<file path="config.mk">
export PLATFORM = sky130hd
export DESIGN_NAME = register_write_arbiter
export DESIGN_NICKNAME = d
export VERILOG_FILES = /design/src/rtl/register_write_arbiter.sv
export SDC_FILE = /design/constraint.sdc
export NUM_CORES = 1
export LEC_CHECK = 0
export CORE_MARGIN = 1.5
export CORE_UTILIZATION = 48
export CTS_BUF_LIST = sky130_fd_sc_hd__clkbuf_8
export DETAILED_ROUTE_END_ITERATION = 10
export PLACE_DENSITY = 0.89
export SYNTH_ARGS = -nofsm -noshare
export SYNTH_HDL_FRONTEND = slang
export SYNTH_SLANG_ARGS = --single-unit
</file>
<file path="constraint.sdc">
create_clock -name clock -period 3.82 [get_ports clock]
set_clock_uncertainty 0.2 [all_clocks]
set_input_delay 0.764 -clock clock [delete_from_list [all_inputs] [get_ports clock]]
set_output_delay 0.764 -clock clock [all_outputs]
set_load 0.05 [all_outputs]
</file>
<file path="src/rtl/register_write_arbiter.sv">
// Register-file write-port arbiter: ALU results have absolute priority, and load
// results queue in a small FIFO with a zero-latency bypass when the FIFO is idle.
module register_write_arbiter #(
    parameter int WORD_WIDTH    = 32,
    parameter int ADDRESS_WIDTH = 5,
    parameter int DEPTH         = 2
) (
    input  logic                          clock,
    input  logic                          reset,
    input  logic                          alu_valid,
    input  logic [ADDRESS_WIDTH-1:0]      alu_address,
    input  logic [WORD_WIDTH-1:0]         alu_data,
    input  logic                          mem_valid,
    output logic                          mem_ready,
    input  logic [ADDRESS_WIDTH-1:0]      mem_address,
    input  logic [WORD_WIDTH-1:0]         mem_data,
    output logic                          write,
    output logic [ADDRESS_WIDTH-1:0]      write_address,
    output logic [WORD_WIDTH-1:0]         write_data,
    output logic [2**ADDRESS_WIDTH-1:0]   busy,
    output logic [$clog2(DEPTH):0]        count
);

    localparam int PTR_W   = $clog2(DEPTH);
    localparam int COUNT_W = PTR_W + 1;
    localparam int REGS    = 2**ADDRESS_WIDTH;

    logic [ADDRESS_WIDTH-1:0] fifo_addr_r [DEPTH];
    logic [WORD_WIDTH-1:0]    fifo_data_r [DEPTH];
    logic [DEPTH-1:0]         fifo_valid_r;
    logic [PTR_W-1:0]         wr_ptr_r;
    logic [PTR_W-1:0]         rd_ptr_r;
    logic [COUNT_W-1:0]       count_r;
    logic [REGS-1:0]          busy_r;
    logic                     write_r;
    logic [ADDRESS_WIDTH-1:0] write_address_r;
    logic [WORD_WIDTH-1:0]    write_data_r;

    logic                     pop_s;
    logic                     mem_ready_s;
    logic                     accept_s;
    logic                     bypass_s;
    logic                     push_s;
    logic                     sel_valid_s;
    logic [ADDRESS_WIDTH-1:0] sel_addr_s;
    logic [WORD_WIDTH-1:0]    sel_data_s;
    logic [DEPTH-1:0]         valid_next_s;
    logic [REGS-1:0]          busy_next_s;

    // Handshake: the head drains whenever the ALU is idle, which frees a slot in the same cycle.
    always_comb begin
        pop_s       = !reset && !alu_valid && (count_r != {COUNT_W{1'b0}});
        mem_ready_s = !reset && ((count_r < COUNT_W'(DEPTH)) || pop_s);
        accept_s    = mem_valid && mem_ready_s;
        bypass_s    = accept_s && !alu_valid && (count_r == {COUNT_W{1'b0}});
        push_s      = accept_s && !bypass_s;
    end

    // Write-port selection: ALU, then FIFO head, then bypassed load.
    always_comb begin
        sel_valid_s = 1'b0;
        sel_addr_s  = {ADDRESS_WIDTH{1'b0}};
        sel_data_s  = {WORD_WIDTH{1'b0}};
        if (alu_valid) begin
            sel_valid_s = 1'b1;
            sel_addr_s  = alu_address;
            sel_data_s  = alu_data;
        end else if (pop_s) begin
            sel_valid_s = 1'b1;
            sel_addr_s  = fifo_addr_r[rd_ptr_r];
            sel_data_s  = fifo_data_r[rd_ptr_r];
        end else if (bypass_s) begin
            sel_valid_s = 1'b1;
            sel_addr_s  = mem_address;
            sel_data_s  = mem_data;
        end else begin
            sel_valid_s = 1'b0;
        end
    end

    // Next-state occupancy and scoreboard; register 0 is never marked busy.
    always_comb begin
        valid_next_s = (fifo_valid_r & ~(DEPTH'(pop_s) << rd_ptr_r))
                     | (DEPTH'(push_s) << wr_ptr_r);
        busy_next_s  = {REGS{1'b0}};
        for (int i = 0; i < DEPTH; i++) begin
            busy_next_s[(push_s && (wr_ptr_r == PTR_W'(i))) ? mem_address : fifo_addr_r[i]] =
                busy_next_s[(push_s && (wr_ptr_r == PTR_W'(i))) ? mem_address : fifo_addr_r[i]]
                | valid_next_s[i];
        end
        busy_next_s[0] = 1'b0;
    end

    // FIFO payload storage; contents are only meaningful under fifo_valid_r.
    always_ff @(posedge clock) begin
        if (push_s) begin
            fifo_addr_r[wr_ptr_r] <= mem_address;
            fifo_data_r[wr_ptr_r] <= mem_data;
        end
    end

    // FIFO control state: pointers, occupancy and busy scoreboard.
    always_ff @(posedge clock) begin
        if (reset) begin
            wr_ptr_r     <= {PTR_W{1'b0}};
            rd_ptr_r     <= {PTR_W{1'b0}};
            count_r      <= {COUNT_W{1'b0}};
            fifo_valid_r <= {DEPTH{1'b0}};
            busy_r       <= {REGS{1'b0}};
        end else begin
            if (push_s) begin
                wr_ptr_r <= wr_ptr_r + PTR_W'(1);
            end
            if (pop_s) begin
                rd_ptr_r <= rd_ptr_r + PTR_W'(1);
            end
            count_r      <= count_r + COUNT_W'(push_s) - COUNT_W'(pop_s);
            fifo_valid_r <= valid_next_s;
            busy_r       <= busy_next_s;
        end
    end

    // Registered write port; writes to register 0 are consumed but suppressed.
    always_ff @(posedge clock) begin
        if (reset) begin
            write_r         <= 1'b0;
            write_address_r <= {ADDRESS_WIDTH{1'b0}};
            write_data_r    <= {WORD_WIDTH{1'b0}};
        end else begin
            write_r         <= sel_valid_s && (sel_addr_s != {ADDRESS_WIDTH{1'b0}});
            write_address_r <= sel_addr_s;
            write_data_r    <= sel_data_s;
        end
    end

    assign mem_ready     = mem_ready_s;
    assign write         = write_r;
    assign write_address = write_address_r;
    assign write_data    = write_data_r;
    assign busy          = busy_r;
    assign count         = count_r;

endmodule

</file>
## Word-level counts from Yosys, hierarchy flattened

Memory sizes are Yosys's and may differ from the RTL's. A register that Yosys moved wholly into a read port is not among the register bits.
Index checks and enable logic that the tools add are counted.
W data, S select, Z words.

| operators by class | value |
|---|---|
| reduce and logical (&&, ||, !) cells | 19 |
| magnitude comparators | 5 |
| bitwise logic cells | 7 |
| shift-type cells | 2 |
| add/subtract/negate cells | 4 |
| muxes and demuxes | 25 |

Operators with widths:

| kind | number |
|---|---|
| $mux W32 | 3 |
| $and A32 B32 Y32 | 1 |
| $bwmux W32 | 1 |
| $mux W5 | 5 |
| $mux W1 | 13 |
| $logic_and A1 B1 Y1 | 12 |
| $lt A5 B6 Y1 const B | 2 |
| $demux W1 S5 | 2 |
| $ge A5 B1 Y1 const B | 2 |
| $bmux W1 S5 | 1 |
| $reduce_bool A5 Y1 | 1 |
| $shl A1 B1 Y2 | 2 |
| $logic_not A1 Y1 | 3 |
| $add A1 B1 Y1 const B | 2 |
| $add A2 B1 Y2 | 1 |
| $and A2 B2 Y2 | 1 |
| $logic_not A2 Y1 | 1 |
| $lt A2 B2 Y1 const B | 1 |
| $not A2 Y2 | 1 |
| $or A1 B1 Y1 | 2 |
| $or A2 B2 Y2 | 1 |
| $reduce_bool A2 Y1 | 1 |
| $sub A2 B1 Y2 | 1 |
| $logic_or A1 B1 Y1 | 1 |
| $not A1 Y1 | 1 |

| word-level totals | value |
|---|---|
| bits in writable memories | 74 |
| input port bits | 78 |
| output and inout port bits | 73 |
| memories kept | 3 |
| register bits | 76 |
| logic and storage cells | 74 |
| bits in read-only memories | 32 |

Memory list:

| memory | depth | width | rd ports | clocked after Yosys merged registers in | write ports | line | text |
|---|---|---|---|---|---|---|---|
| fifo_data_r | 2 | 32 | 1 | 1 | 1 | 29 | `logic [WORD_WIDTH-1:0] fifo_data_r [DEPTH];` |
| (no name shown) | 32 | 1 | 1 | 0 | 0 | 88 | `busy_next_s[(push_s && (wr_ptr_r == PTR_W'(i))) ? mem_address : fifo_addr_r[i]]` |
| fifo_addr_r | 2 | 5 | 3 | 1 | 1 | 28 | `logic [ADDRESS_WIDTH-1:0] fifo_addr_r [DEPTH];` |

## Longest topological paths before layout

Gate-level depths: netlist (run 1).

| logic depth | value |
|---|---|
| depth in word-level cells | 21 |
| depth in mapped cells | 15 |
| mapped depth without buffers | 11 |

## Worst setup path after synthesis (run 1)

No wires, ideal clock.

| timing | value |
|---|---|
| kind | input to register |
| start | in alu_valid |
| end | reg busy_r[22], in the netlist busy[22] |
| library setup time | 88 ps |
| buffers on the path | 4 |
| stages | 14 |
| setup slack | -183 ps |
| arrival time | 3715 ps |
| data required time | 3532 ps |
| path through | buf_1 or3_1 clkbuf_1 clkbuf_1 inv_1 ha_1 nor4bb_1 mux2i_1 o31ai_1 nor3_1 o221ai_2 nor2_4 buf_6 a311oi_2 |

| between the ends | value |
|---|---|
| cells in the longest elaborated chain, start to end | 21 |
| elaborated cells on any way between the ends | 37 |
| classes of those cells | 4 x order compare; 2 x shift; 10 x mux; 6 x bitwise; 14 x reduce/logical; 1 x memory |

Ends and longest elaborated chain:

| element | line | text |
|---|---|---|
| start, declared | 10 | `input logic alu_valid,` |
| $logic_not A1 Y1 (*) | 52 | `pop_s = !reset && !alu_valid && (count_r != {COUNT_W{1'b0}});` |
| $logic_and A1 B1 Y1 (*) (2 in series) | 52 |  |
| via pop_s | 39 | `logic pop_s;` |
| $logic_or A1 B1 Y1 | 53 | `mem_ready_s = !reset && ((count_r < COUNT_W'(DEPTH)) \|\| pop_s);` |
| $logic_and A1 B1 Y1 | 53 |  |
| $logic_and A1 B1 Y1 | 54 | `accept_s = mem_valid && mem_ready_s;` |
| $logic_and A1 B1 Y1 (2 in series) | 55 | `bypass_s = accept_s && !alu_valid && (count_r == {COUNT_W{1'b0}});` |
| $logic_not A1 Y1 | 56 | `push_s = accept_s && !bypass_s;` |
| [... 4 more ...] | -- |  |
| $logic_and A1 B1 Y1 | 88 |  |
| $mux W1 | 87 | `busy_next_s[(push_s && (wr_ptr_r == PTR_W'(i))) ? mem_address : fifo_addr_r[i]] =` |
| $demux W1 S5 | 87 |  |
| $and A32 B32 Y32 (no line) | -- |  |
| $bmux W1 S5 | 88 |  |
| $mux W1 | 88 |  |
| $or A1 B1 Y1 | 89 | `\| valid_next_s[i];` |
| $bwmux W32 (*) | 87 |  |
| end signal, assigned | 109 | `busy_r <= {REGS{1'b0}};` |
| end signal, assigned | 119 | `busy_r <= busy_next_s;` |
| end, declared | 34 | `logic [REGS-1:0] busy_r;` |

The timed path passes the listed nets; every way through them passes the cells marked *. The select of a mux whose other input is x is not followed.
A chain may end at the register's enable or synchronous reset.

## Worst setup path after layout (run 1)

| timing | value |
|---|---|
| start | reg count_r[0], in the netlist count[0] |
| end | reg busy_r[8], in the netlist busy[8] |

| between the ends | value |
|---|---|
| cells in the longest elaborated chain, start to end | 20 |
| elaborated cells on any way between the ends | 38 |
| classes of those cells | 5 x order compare; 2 x shift; 10 x mux; 6 x bitwise; 14 x reduce/logical; 1 x memory |

Ends and longest elaborated chain:

| element | line | text |
|---|---|---|
| start, declared | 33 | `logic [COUNT_W-1:0] count_r;` |
| start signal, assigned | 107 | `count_r <= {COUNT_W{1'b0}};` |
| start signal, assigned | 117 | `count_r <= count_r + COUNT_W'(push_s) - COUNT_W'(pop_s);` |
| $reduce_bool A2 Y1 (*) | 52 |  |
| $logic_and A1 B1 Y1 (*) | 52 |  |
| via pop_s | 39 |  |
| $logic_or A1 B1 Y1 | 53 |  |
| $logic_and A1 B1 Y1 | 53 |  |
| $logic_and A1 B1 Y1 | 54 |  |
| $logic_and A1 B1 Y1 (2 in series) | 55 |  |
| $logic_not A1 Y1 | 56 |  |
| [... 4 more ...] | -- |  |
| $logic_and A1 B1 Y1 | 88 |  |
| $mux W1 | 87 |  |
| $demux W1 S5 | 87 |  |
| $and A32 B32 Y32 (no line) | -- |  |
| $bmux W1 S5 | 88 |  |
| $mux W1 | 88 |  |
| $or A1 B1 Y1 | 89 |  |
| $bwmux W32 (*) | 87 |  |

Marked as above.

==> summary.md, run 1 <==
| Metric | Value |
|---|---|
| Hold/Removal Path Class | flop to flop |
| Die Span X | 125 um |
| Grt ovf | 0 |
| Clk Tree Root Cell | clkbuf_8 |
| Clock sink count | 150 |
| F_max | 0.278 GHz |
| Final WL | 18.8 mm |
| Cts repair resizes | 0 |
| CTS tree | built |
| Commonest non-fill, non-tap cell in the layout | clkdlybuf4s50_1 |
| First-pass GRT wire length | 30.0 mm |
| Max clock buf depth | 2 |
| FP Rows | 44 |
| CP required | 3.96 ns |
| Register area share after synthesis | 52.7% |
| WP data arrival | 3.73 ns |
| Startpoint Class | flop |
| Largest net degree at the start of global routing | 83 |
| Lkg Pwr | 3.15 nW |
| Die area | 15500 um2 |
| Gp weighted congestion | 0.939 |
| Commonest non-fill, non-tap cells in the layout | clkdlybuf4s50_1, nor2_1, a21oi_1, dfxtp_1, edfxtp_1 |
| Core area | 14500 um2 |
| Number of nets with antenna violations after routing | 0 |
| Async set-reset flop share out of synthesis | 0% |
| Vias post-DR | 6077 |
| Synthesized flop and latch total | 150 |
| Total number of yosys warnings | 0 |
| Max-slew violation count | 0 |
| Initial DRC Count | 548 |
| Htree depth | 4 |
| VDD IR max | 0.000211 V |
| Syn nets | 792 |
| Worst skew pair latency | 0.45 ns |
| Vias in the first global route | 5897 |
| Setup Viol. Count Final | 0 |
| Die H | 125 um |
| Vias per inst | 5.78 |
| Ys flop type | dfxtp_1 |
| Library cells used by synthesis | 66 |
| Port Buffers | 149 |
| Period utilisation layout | 94.1% |
| Final hold vios | 0 |
| Pwr Density | 404 nW/um2 |
| Fraction of layout instances using a drive strength above 1 | 11.1% |
| Clk slew on worst S/H paths | 0.08 ns |
| Ant. Diodes | 0 |
| CTS hold repair buffers | 0 |
| Post-route DRC violation count | 0 |
| Starting density of the core | 49.0% |
| Synthesis-to-finish area growth | 29.6% |
| Post-synth EDFFs | 74 |
| RSZ-0062 raised after global routing | no |
| Final setup TNS | 0 ns |
| Setup CP Type | flop to flop |
| Synthesized cell area | 7100 um2 |
| Syn avg cell area | 10.0 um2 |
| Outcome | completed |
| # IOs | 151 |
| Gr usage total | 24.3% |
| Worst slew margin | 31.4% |
| WL/cell | 17.8 um |
| CP endpoint kind | flop |
| Layout Nets | 936 |
| Cells after Synth | 710 |
| Total power | 3.72 mW |
| Detailed Place HPWL | 12.9 mm |
| Post-layout minimum cycle time | 3.59 ns |
| DRT Pass-1 Iters | 6 |
| Initial antenna violation count | 0 |
| CTS Buf Count | 17 |
| # Post-CTS Setup Buffers | 0 |
| Least-Margin Pin Slew | 1.03 ns |
| Maximum Capacitance Violations | 0 |
| Worst Path Max Fanout | 16 |
-- final timing paths --
kind                            cells after the start         endpoint             from  slack (ns)
worst max-delay path                               12          busy[8]         count[0]        0.23
worst min-delay path                                2  fifo_valid_r[1]  fifo_valid_r[1]        0.29
worst max register to register                     12          busy[8]         count[0]        0.23
worst min register to register                      2  fifo_valid_r[1]  fifo_valid_r[1]        0.29
-- metrics by stage --
| stage | worst slack [ns] | hold slack [ns] | cells | util (%) | instance area (um2) |
|---|---|---|---|---|---|
| floorplan | 0.0823 | 0.243 | 710 | - | 7100 |
| global placement | 0.153 | 0.259 | 1019 | 60.8 | 8800 |
| detailed placement | 0.0814 | 0.272 | 1019 | 60.8 | 8800 |
| CTS | 0.334 | 0.285 | 1051 | 63.5 | 9200 |
| global route | 0.0708 | 0.344 | 1051 | 63.5 | 9200 |
| finish | 0.227 | 0.291 | 1051 | 63.5 | 9200 |
-- worst max-delay path, cell delays in order (launching register included) --
cell	delay [ns]
dfxtp_1	0.32
nor2_1	0.25
or3_1	0.20
inv_1	0.09
ha_1	0.24
nor4b_1	0.69
a21oi_1	0.18
o41ai_2	0.38
nor3_1	0.12
o221ai_2	0.23
nor2_4	0.13
buf_12	0.18
o31ai_2	0.27
-- sequential cells by signal, summed over array words and instances, names as in the netlist, 2 cells and up, named ones only --
signal	flops
count	2
busy	31
write_data	32
write_address	5
fifo_valid_r	2
fifo_addr_r	10
fifo_data_r	64
-- logic make-up (layout without fill, tap and decap cells) --
| family | Yosys count | after routing | synth area share (%) |
|---|---|---|---|
| XOR/XNOR | 2 | 2 | 0.247 |
| adder cells (fa/ha/maj) | 4 | 4 | 0.705 |
| AND/OR/NAND/NOR | 284 | 284 | 18.6 |
| other | 1 | 1 | 0.0528 |
| flip-flops | 150 | 150 | 52.7 |
| buffers and inverters | 58 | 215 | 3.65 |
| AO/OA/AOI/OAI | 157 | 157 | 16.3 |
| multiplexers | 54 | 54 | 7.70 |
-- layer usage --
layer | part of all wire, % | vias to the layer above | routed length, um | track usage [%]
li1 | - | 2855 | - | -
met1 | 41 | 2886 | 7640 | 31.6
met2 | 49 | 292 | 9240 | 40.1
met3 | 7.0 | 44 | 1310 | 4.42
met4 | 3.0 | 0 | 566 | 10.1
met5 | 0 | - | 0 | 0
-- cell type report --
| class | instances | area (um2) |
|---|---|---|
| Multi-Input combinational cell | 502 | 3100 |
| Clock buffer | 20 | 275 |
| Sequential cell | 150 | 3740 |
| Clock inverter | 12 | 126 |
| Inverter | 9 | 36.3 |
| Tap cell | 184 | 230 |
| Fill cell | 1118 | 5280 |
| Timing Repair Buffer | 174 | 1680 |
-- synthesized netlist by cell type (all sizes together) (3+ instances only) --
master / n / area [um2]
a21oi: 75 / 375
a221oi: 8 / 113
a311oi: 10 / 100
a31oi: 3 / 18.8
buf: 15 / 95.1
clkbuf: 34 / 128
dfxtp: 76 / 1520
edfxtp: 74 / 2220
ha: 4 / 50.1
inv: 7 / 28.8
mux2i: 52 / 524
nand2: 61 / 229
nand2b: 7 / 43.8
nand3: 20 / 100
nand3b: 6 / 45.0
nand4b: 5 / 43.8
nor2: 147 / 559
nor2b: 6 / 37.5
nor3: 8 / 56.3
nor3b: 8 / 60.1
o21a: 4 / 30.0
o21ai: 16 / 80.1
o311ai: 5 / 43.8
o31ai: 21 / 253
or3: 5 / 31.3
-- where the power goes --
part | internal (mW) | leakage (nW) | switching, mW
sequential | 1.76 | 1.29 | 0.0456
combinational | 0.266 | 1.65 | 0.417
clock | 0.631 | 0.206 | 0.602
Power figures use the tool's default switching activity.
==> run 2: changes to the inputs <==
GPL_ROUTABILITY_DRIVEN = 1   (was not set)
==> results of run 2 <==
The final DEF is identical to that of run 1; final timing and power are the same.
==> run 3: changes to the inputs <==
SETUP_SLACK_MARGIN = 0.3   (was not set)
==> run 3 against run 2 <==
Clock power is 9% higher. Die area unchanged. Via count down 2.7%. Clock-buffer cell count is 3 lower. Sequential power hardly changed. Flip-flop and latch count unchanged. Global-route usage down 0.25 points. Combinational power fell by 2%. Largest cell class unchanged. First-iteration DRC count is 2.7% lower. Maximum frequency up 7.9%. Sequential share of layout area is 0.11 points lower.
==> summary.md, run 3 (synthesized netlist as in run 1, its figures left out) <==
| Metric | Value |
|---|---|
| Die area | 15500 um2 (unchanged) |
| CTS tree | built (unchanged) |
| First-pass GRT wire length | 29.7 mm (was 30.0 mm) |
| Ant. Diodes | 0 (unchanged) |
| Initial DRC Count | 533 (was 548) |
| Starting density of the core | 49.0% (unchanged) |
| WP data arrival | 3.41 ns (was 3.73 ns) |
| Die Span X | 125 um (unchanged) |
| Hold/Removal Path Class | flop to flop (unchanged) |
| Clock network fraction of total power | 35.2% (was 33.1%) |
| Biggest register | fifo_data_r (unchanged) |
| Layout Nets | 929 (was 936) |
| Startpoint Class | flop (unchanged) |
| # IOs | 151 (unchanged) |
| Synthesis-to-finish area growth | 29.9% (was 29.6%) |
| Placed cell count | 1012 (was 1019) |
| Placed cell areas | 8790 um2 (was 8800 um2) |
| Cts repair resizes | 0 (unchanged) |
| CTS hold repair buffers | 0 (unchanged) |
| Critical path cell sequence | nor2_1 > or3_1 > inv_2 > ha_4 > nand4b_1 > mux2i_1 > a41o_1 > a221oi_2 > o221ai_2 > nor2_4 > buf_12 > a311oi_1 (was nor2_1 > or3_1 > inv_1 > ha_1 > nor4b_1 > a21oi_1 > o41ai_2 > nor3_1 > o221ai_2 > nor2_4 > buf_12 > o31ai_2) |
| Setup CP Type | flop to flop (unchanged) |
| Min Hold Slack | 0.292 ns (was 0.291 ns) |
| Total power | 3.82 mW (was 3.72 mW) |
| Vias per inst | 5.66 (was 5.78) |
| Period utilisation layout | 87.2% (was 94.1%) |
| Met1 global-route usage | 32.0% (was 31.6%) |
| Post-route DRC violation count | 0 (unchanged) |
| Vias post-DR | 5911 (was 6077) |
| CP top delay family | compound AO/OA/AOI/OAI gates (was simple AND/OR/NAND/NOR gates) |
| Final setup TNS | 0 ns (unchanged) |
| WL/cell | 17.8 um (about the same) |
| Gr usage total | 24.1% (was 24.3%) |
| CTS Buf Count | 17 (unchanged) |
| Final WL | 18.6 mm (was 18.8 mm) |
| DRT Pass-1 Iters | 5 (was 6) |
| R2r startpoint | count[1] (was count[0]) |
| P_int | 2.74 mW (was 2.66 mW) |
| Worst slew margin | 41.8% (was 31.4%) |
| Non-filler cells, final | 1044 (was 1051) |
| Max stage delay cell, worst path | dfxtp_1 (was nor4b_1) |
| Psw | 1.08 mW (was 1.06 mW) |
| VDD IR max | 0.000252 V (was 0.000211 V) |
| Filler Cell Count | 1121 (was 1118) |
| Least-Margin Pin Slew | 0.873 ns (was 1.03 ns) |
| Clk slew on worst S/H paths | 0.08 ns (about the same) |
| Lkg Pwr | 3.12 nW (was 3.15 nW) |
| Clk Tree Root Cell | clkbuf_8 (unchanged) |
| Initial antenna violation count | 0 (unchanged) |
| FP Rows | 44 (unchanged) |
| GR Util met2 | 38.9% (was 40.1%) |
| Hold wc startpoint | fifo_valid_r[1] (unchanged) |
| Max clock buf depth | 2 (unchanged) |
| Final WS setup | 0.489 ns (was 0.227 ns) |
| Commonest non-fill, non-tap cell in the layout | clkdlybuf4s50_1 (unchanged) |
| Sequential Power Share | 47.2% (was 48.5%) |
| Core area | 14500 um2 (unchanged) |
| Number of nets with antenna violations after routing | 0 (unchanged) |
| Final hold vios | 0 (unchanged) |
| Worst path bufs/invs | 2 (unchanged) |
| Worst skew pair latency | 0.45 ns (about the same) |
| Gp weighted congestion | 0.987 (was 0.939) |
| RSZ-0062 raised after global routing | no (unchanged) |
| Detailed Place HPWL | 12.8 mm (was 12.9 mm) |
| Die H | 125 um (unchanged) |
| GRT met3 Usage | 4.47% (was 4.42%) |
| Setup Viol. Count Final | 0 (unchanged) |
| Critical path's largest stage delay | 0.54 ns (was 0.69 ns) |
| Power share of the combinational group | 17.6% (was 18.4%) |
| Most crowded layer after global routing | met2 (unchanged) |
| Util after Layout | 63.7% (was 63.5%) |
| Grt ovf | 0 (unchanged) |
| Maximum Capacitance Violations | 0 (unchanged) |
| Worst setup path start | count[1] (was count[0]) |
| Outcome | completed (unchanged) |
| Design area | 9220 um2 (was 9200 um2) |
| Largest register FFs | 64 (unchanged) |
| Vias in the first global route | 5645 (was 5897) |
| Pwr Density | 414 nW/um2 (was 404 nW/um2) |
| Worst Path Max Fanout | 30 (was 16) |
| CP required | 3.90 ns (was 3.96 ns) |
| # Post-CTS Setup Buffers | 0 (unchanged) |
| Htree depth | 4 (unchanged) |
| Switching Share | 28.3% (was 28.6%) |
| Port Buffers | 149 (unchanged) |
| Fraction of layout instances using a drive strength above 1 | 11.3% (was 11.1%) |
| Max-slew violation count | 0 (unchanged) |
| Clock sink count | 150 (unchanged) |
| CP endpoint kind | flop (unchanged) |
| F_max | 0.300 GHz (was 0.278 GHz) |
| Commonest non-fill, non-tap cells in the layout | clkdlybuf4s50_1, nor2_1, a21oi_1, dfxtp_1, edfxtp_1 (unchanged) |
| Post-layout minimum cycle time | 3.33 ns (was 3.59 ns) |
| Largest net degree at the start of global routing | 71 (was 83) |
| Pre-CTS setup slack | 0.230 ns (was 0.0814 ns) |
## run 3: changes by cell type in the layout (fill, tap and decap cells not counted), moves of 2 or more
cell | before | now
inv_1 | 7 | 5
clkbuf_8 | 20 | 17
nor4bb_1 | 2 | 0
bufinv_16 | 2 | 4
inv_2 | 0 | 2
inv_8 | 0 | 2
buf_4 | 25 | 18
nor4bb_2 | 0 | 2
## run 3: final cells by class
class	instances	area, um2	area share [%]
multi-input cells	502	3140	34.1
clock buffers	17	234	2.54
repair buffers	167	1630	17.7
flip-flops and latches	150	3740	40.6
well taps	184	230	2.50
clock inverters	15	203	2.20
inverters	9	36.3	0.393
## run 3: power by group through the flow
stage | clock network (mW) | logic, mW | registers (mW)
5_1_grt | 1.44 | 0.721 | 1.81
4_1_cts | 1.36 | 0.670 | 1.80
3_5_place_dp | 0 | 0.664 | 1.84
2_1_floorplan | 0 | 0.330 | 1.93
3_3_place_gp | 0 | 0.655 | 1.84
6_report | 1.34 | 0.672 | 1.80
## run 3: layer usage
layer	vias up	wire (um)
met5	-	0
met4	0	426
met3	34	1080
met2	239	9080
met1	2801	8040
li1	2837	-
## run 3: final timing paths
check	end	depth (start not counted)	slack (ns)
worst min-delay path	fifo_valid_r[1]	2	0.29
worst min register to register	fifo_valid_r[1]	2	0.29
worst max-delay path	busy[14]	12	0.49
worst max register to register	busy[14]	12	0.49
## run 3: tightest hold or removal path: stages, from the launching register on
cell and delay [ns]:
dfxtp_1 0.33, nand2_1 0.06, a21oi_1 0.06
